$ cat src/rtl/fetch_queue.sv
// fetch_queue: sequential ibus fetch (one outstanding request) into a DEPTH-entry queue; FETCH_QUEUE_BYPASS_EN adds empty-queue bypass.
// Latency: data_ok to out_valid 1 cycle (0 cycles through the bypass when enabled).
// Backpressure: out_ready low fills the queue; a full queue only stalls request issue.
module fetch_queue #(
  parameter int          DEPTH    = 4,
  parameter logic [63:0] RESET_PC = 64'h8000_0000,
  parameter int          ILEN     = 32
) (
  input  logic            clk,
  input  logic            reset,
  input  logic            redirect,
  input  logic [63:0]     redirect_pc,
  output logic            ireq_valid,
  output logic [63:0]     ireq_addr,
  input  logic            iresp_data_ok,
  input  logic [ILEN-1:0] iresp_data,
  output logic            out_valid,
  input  logic            out_ready,
  output logic [63:0]     out_pc,
  output logic [ILEN-1:0] out_instr,
  output logic            out_error,
  output logic            empty,
  output logic            full
);
  localparam int AW = (DEPTH > 1) ? $clog2(DEPTH) : 1;
  localparam logic [AW:0] FULL_CNT = (AW+1)'(DEPTH);
  localparam logic NOERROR = 1'b0;
  localparam logic INSTR_MISALIGN = 1'b1;

  typedef enum logic [1:0] {IDLE, BUSY, DRAIN, HALT} state_t;

  state_t          state, state_nxt;
  logic [63:0]     fetch_pc, fetch_pc_nxt;
  logic [63:0]     req_addr;
  logic [AW-1:0]   head, tail;
  logic [AW:0]     count;
  logic [63:0]     pc_mem    [DEPTH];
  logic [ILEN-1:0] instr_mem [DEPTH];
  logic            err_mem   [DEPTH];
  logic            enq, deq, bypass;
  logic [ILEN-1:0] enq_instr;
  logic            enq_err;

  always_ff @(posedge clk) begin
    if (reset) begin
      state    <= IDLE;
      fetch_pc <= RESET_PC;
      req_addr <= '0;
    end else begin
      state    <= state_nxt;
      fetch_pc <= fetch_pc_nxt;
      if (state == IDLE && state_nxt == BUSY)
        req_addr <= fetch_pc;
    end
  end

  // A redirect always retargets fetch_pc; an in-flight request must still finish on the bus.
  always_comb begin
    state_nxt    = state;
    fetch_pc_nxt = redirect ? redirect_pc : fetch_pc;
    case (state)
      IDLE: begin
        if (!redirect) begin
          if (fetch_pc[1:0] != 2'b00) begin
            if (!full) state_nxt = HALT;
          end else if (count < FULL_CNT) begin
            state_nxt = BUSY;
          end
        end
      end
      BUSY: begin
        if (iresp_data_ok) begin
          state_nxt = IDLE;
          if (!redirect) fetch_pc_nxt = fetch_pc + 64'd4;
        end else if (redirect) begin
          state_nxt = DRAIN;
        end
      end
      DRAIN:   if (iresp_data_ok) state_nxt = IDLE;
      HALT:    if (redirect) state_nxt = IDLE;
      default: state_nxt = IDLE;
    endcase
  end

  always_comb begin
    enq       = 1'b0;
    bypass    = 1'b0;
    enq_instr = iresp_data;
    enq_err   = NOERROR;
    case (state)
      IDLE: begin
        if (!redirect && fetch_pc[1:0] != 2'b00 && !full) begin
          enq       = 1'b1;
          enq_instr = '0;
          enq_err   = INSTR_MISALIGN;
        end
      end
      BUSY: begin
        if (iresp_data_ok && !redirect) begin
`ifdef FETCH_QUEUE_BYPASS_EN
          bypass = (count == '0) && out_ready;
`endif
          enq = !bypass;
        end
      end
      default: ;
    endcase
  end

  assign ireq_valid = (state == BUSY) || (state == DRAIN);
  assign ireq_addr  = req_addr;
  assign deq        = (count != '0) && out_ready;
  assign empty      = (count == '0);
  assign full       = (count == FULL_CNT);
  assign out_valid  = (count != '0) || bypass;
  assign out_pc     = (count != '0) ? pc_mem[head]    : (bypass ? fetch_pc   : '0);
  assign out_instr  = (count != '0) ? instr_mem[head] : (bypass ? iresp_data : '0);
  assign out_error  = (count != '0) ? err_mem[head]   : NOERROR;

  // Flush wins over any same-cycle enqueue or dequeue.
  always_ff @(posedge clk) begin
    if (reset || redirect) begin
      head  <= '0;
      tail  <= '0;
      count <= '0;
    end else begin
      if (enq) tail <= tail + 1'b1;
      if (deq) head <= head + 1'b1;
      count <= count + (AW+1)'(enq) - (AW+1)'(deq);
    end
  end

  always_ff @(posedge clk) begin
    if (enq) begin
      pc_mem[tail]    <= fetch_pc;
      instr_mem[tail] <= enq_instr;
      err_mem[tail]   <= enq_err;
    end
  end
endmodule

$ cat config.mk
export PLATFORM = sky130hd
export DESIGN_NAME = fetch_queue
export DESIGN_NICKNAME = d
export VERILOG_FILES = /design/src/rtl/fetch_queue.sv
export SDC_FILE = /design/constraint.sdc
export NUM_CORES = 1
export LEC_CHECK = 0
export BUFFER_PORTS_ARGS = -buffer_cell sky130_fd_sc_hd__buf_2
export CAP_MARGIN = 30
export CORE_ASPECT_RATIO = 2
export CORE_MARGIN = 2
export CORE_UTILIZATION = 57
export CTS_BUF_LIST = sky130_fd_sc_hd__clkbuf_4 sky130_fd_sc_hd__clkbuf_8
export CTS_CLUSTER_DIAMETER = 120
export CTS_CLUSTER_SIZE = 12
export DETAILED_ROUTE_END_ITERATION = 12
export GPL_TIMING_DRIVEN = 0
export PLACE_DENSITY = 0.79
export SKIP_CTS_REPAIR_TIMING = 1
export SYNTH_ARGS = -nofsm -noshare
export SYNTH_HDL_FRONTEND = slang
export SYNTH_SLANG_ARGS = --single-unit
$ cat constraint.sdc
create_clock -name clk -period 11.95 [get_ports clk]
set_input_delay 1.195 -clock clk [delete_from_list [all_inputs] [get_ports clk]]
set_output_delay 1.195 -clock clk [all_outputs]
set_load 0.05 [all_outputs]
==> flow_summary.yaml <==
worst_setup_path:
  cp-start-kind: "flip-flop"
  cp_max_fo: 10
  cpMostUsedCell: "buf_1"
  critPathCaptureType: "output port"
  crit_arrival_ps: 3680
  crit_chain: "clkbuf_1 -> buf_1 -> buf_1 -> mux4_2 -> and2_1 -> buf_2"
  slowest_stage: "buf_1"
  criticalPathCategory: "flip-flop to output port"
  crit_family: "buffers and inverters"
  worstPathBufferInverterCount: 4
  required_ps: 10760
  cpPeakStageDelay_ps: 720
global_routing:
  overflow: 0
  grt_pass1_vias: 14000
  groute.layer.met2.usage: 0.509
  grt_pass1_wl_mm: 82.4
  grt_antenna_before_repair: 3
  grt_use_total: 0.280
  grt.met3_usage: 0.0346
  grt_max_degree: 53
  grtUsageMet1: 0.315
  grt.busiest_layer: "met2"
synthesis:
  ys_warn_count: 0
  syn_area_per_cell_um2: 14.5
  synth_top_area_frac: 0.540
  synthFlopType: "edfxtp_1"
  synth.net_count: 1599
  synthTopCellsByArea: "edfxtp_1, dfxtp_1, mux4_2, and2_1, nand3_1"
  synth_top_cell_by_area: "edfxtp_1"
  synthCells: 1485
  synth-edff-count: 388
  ys_seq_area_frac: 0.669
  syn_area_um2: 21600
  yosysUniqueCellTypes: 65
  async_flop_share: 0
  ys_seq_elements: 527
cells_and_area:
  area_growth_pct: 14.3
  drive_gt1_frac: 0.263
  layout.nets: 1922
  nFillCells: 2691
  final_cells: 2314
timing:
  drv_slew: 0
  clock_skew_ps: 32.1
  fmax_mhz: 205
  tns_ps: 0
  setup_viol: 0
  period_needed_ps: 4880
  relSlewSlack: 0.330
  fin_crit_sh: 0.408
  rsz0062_at_grt: "false"
  worst_pin_slew_ps: 997
  timing.hold.ws_ps: 482
  hold_violations: 0
die:
  top_level_ports: 266
  die_area_um2: 39500
  coreArea_um2: 37300
  start_util: 0.579
  fp.dieW_um: 142
  placementRows: 100
  fp.dieH_um: 279
clock_network:
  h-tree-depth: 2
  worst_skew_pair.late_latency_ps: 620
  numCtsBuffers: 49
  clk_pin_slew_ps: 80
  cts-root-buf: "clkbuf_8"
  cts_tree: "built"
  cts.sinks: 527
  cts_buffer_depth: 3
detailed_routing:
  vias: 14300
  drc_errors: 0
  drt-initial-drc-count: 1022
  vias_per_cell: 6.19
  drt.antenna.violating_nets: 0
  drt_wl_total_mm: 56.0
  dr.pass1.iters: 6
  wl_per_cell_um: 24.2
power_and_ir_drop:
  power.total_mw: 3.77
  leakagePower_nw: 8.66
  peakVddDrop_mv: 0.123
  powerDensity_nw_per_um2: 153
job:
  drv_cap: 0
placed_design:
  place_inst: 2216
  port_buffers: 264
  dp_hpwl_mm: 39.3
  place_congestion: 0.907
status:
  status: "finished, final reports clean"
hold_path:
  min_path_type: "flip-flop to flip-flop"
cells in the final DEF (no fill, tap or decap), drive strengths merged, types with 14 or more instances in the layout:
master	netlist	final
edfxtp	388	388
buf	21	293
clkbuf	81	171
dfxtp	139	139
and2	105	105
mux4	97	97
nand3	92	92
a21oi	77	77
o21ai	77	77
nor2	62	62
nand2	41	41
nor2b	37	37
inv	32	33
xnor2	26	26
a211oi	24	24
nor3	22	22
nand4	17	17
nor4	14	14
layout make-up:
class / instances / area, µm² / area share
Antenna cell: 7 / 17.5 / 0.000710
Buffer: 103 / 427 / 0.0173
Multi-Input combinational cell: 822 / 6620 / 0.268
Clock buffer: 90 / 988 / 0.0401
Inverter: 33 / 124 / 0.00502
Clock inverter: 1 / 8.76 / 0.000355
Tap cell: 459 / 574 / 0.0233
Timing Repair Buffer: 272 / 1480 / 0.0599
Sequential cell: 527 / 14400 / 0.585
through the flow:
stage	worst slack, ps	instance area, µm²	util
finish	7070	24700	0.662
detailed placement	7550	23700	0.634
global placement	4950	23500	0.630
floorplan	7260	21600	-
CTS	6890	24700	0.661
global route	6760	24700	0.661
report_power, final:
| part | internal, mW | switching (mW) |
|---|---|---|
| Combinational | 0.157 | 0.408 |
| Sequential | 2.04 | 0.0662 |
| Clock | 0.516 | 0.584 |
| Total | 2.71 | 1.06 |
worst register-to-register path, cell delays in order (launching register included):
cell      delay, ps
dfxtp_1         640
or2_2           230
and4_1          180
clkbuf_1        380
o21bai_1        380
inv_1           120
ha_1            320
inv_1            70
ha_1            140
inv_1            50
fa_1            370
xor2_1          210
xnor2_1         160
nor2_1           60
per-layer routing:
layer / routed length, µm / vias up
met5: 0 / -
met2: 29900 / 746
met4: 3350 / 0
met1: 18900 / 7060
li1: - / 6335
met3: 3800 / 179
final timing paths:
check                           depth (start not counted)            end           from  slack, ps
worst max-delay path                                    6   out_instr[3]      flip-flop       7070
worst min-delay path                                    2  ireq_addr[18]  ireq_addr[18]        480
worst max register to register                         13       count[2]    fetch_pc[1]       8520
worst min register to register                          2  ireq_addr[18]  ireq_addr[18]        480
registers in the layout (all words and copies together), names as in the netlist, named ones only:
register and flops:
fetch_pc 64, count 3, pc_mem 256, state 2
instr_mem 128, ireq_addr 64, err_mem 4, head 2
tail 2
kinds of logic after synthesis:
group,count (synthesis),synth area share
AO/OA/AOI/OAI,227,0.0642
XOR/XNOR,38,0.0154
adder cells (fa/ha/maj),13,0.00788
buffers and inverters,136,0.0255
flip-flops,527,0.669
multiplexers,103,0.104
AND/OR/NAND/NOR,441,0.114
cell usage after synthesis (12+ instances only):
cell type and count:
ha_1 12, xor2_1 12, mux4_2 97, edfxtp_1 388, nand4_1 15, and2_1 105
nor4_1 13, dfxtp_1 139, xnor2_1 26, nand2_1 41, clkbuf_1 79, inv_1 32
buf_1 14, a211oi_1 24, nand3_1 92, o21ai_0 77, a21oi_1 77, a311oi_1 12
nor2b_1 37, nor3_1 22, nor2_1 62, and4_1 12
No activity file was read; power rests on OpenSTA's default activity.
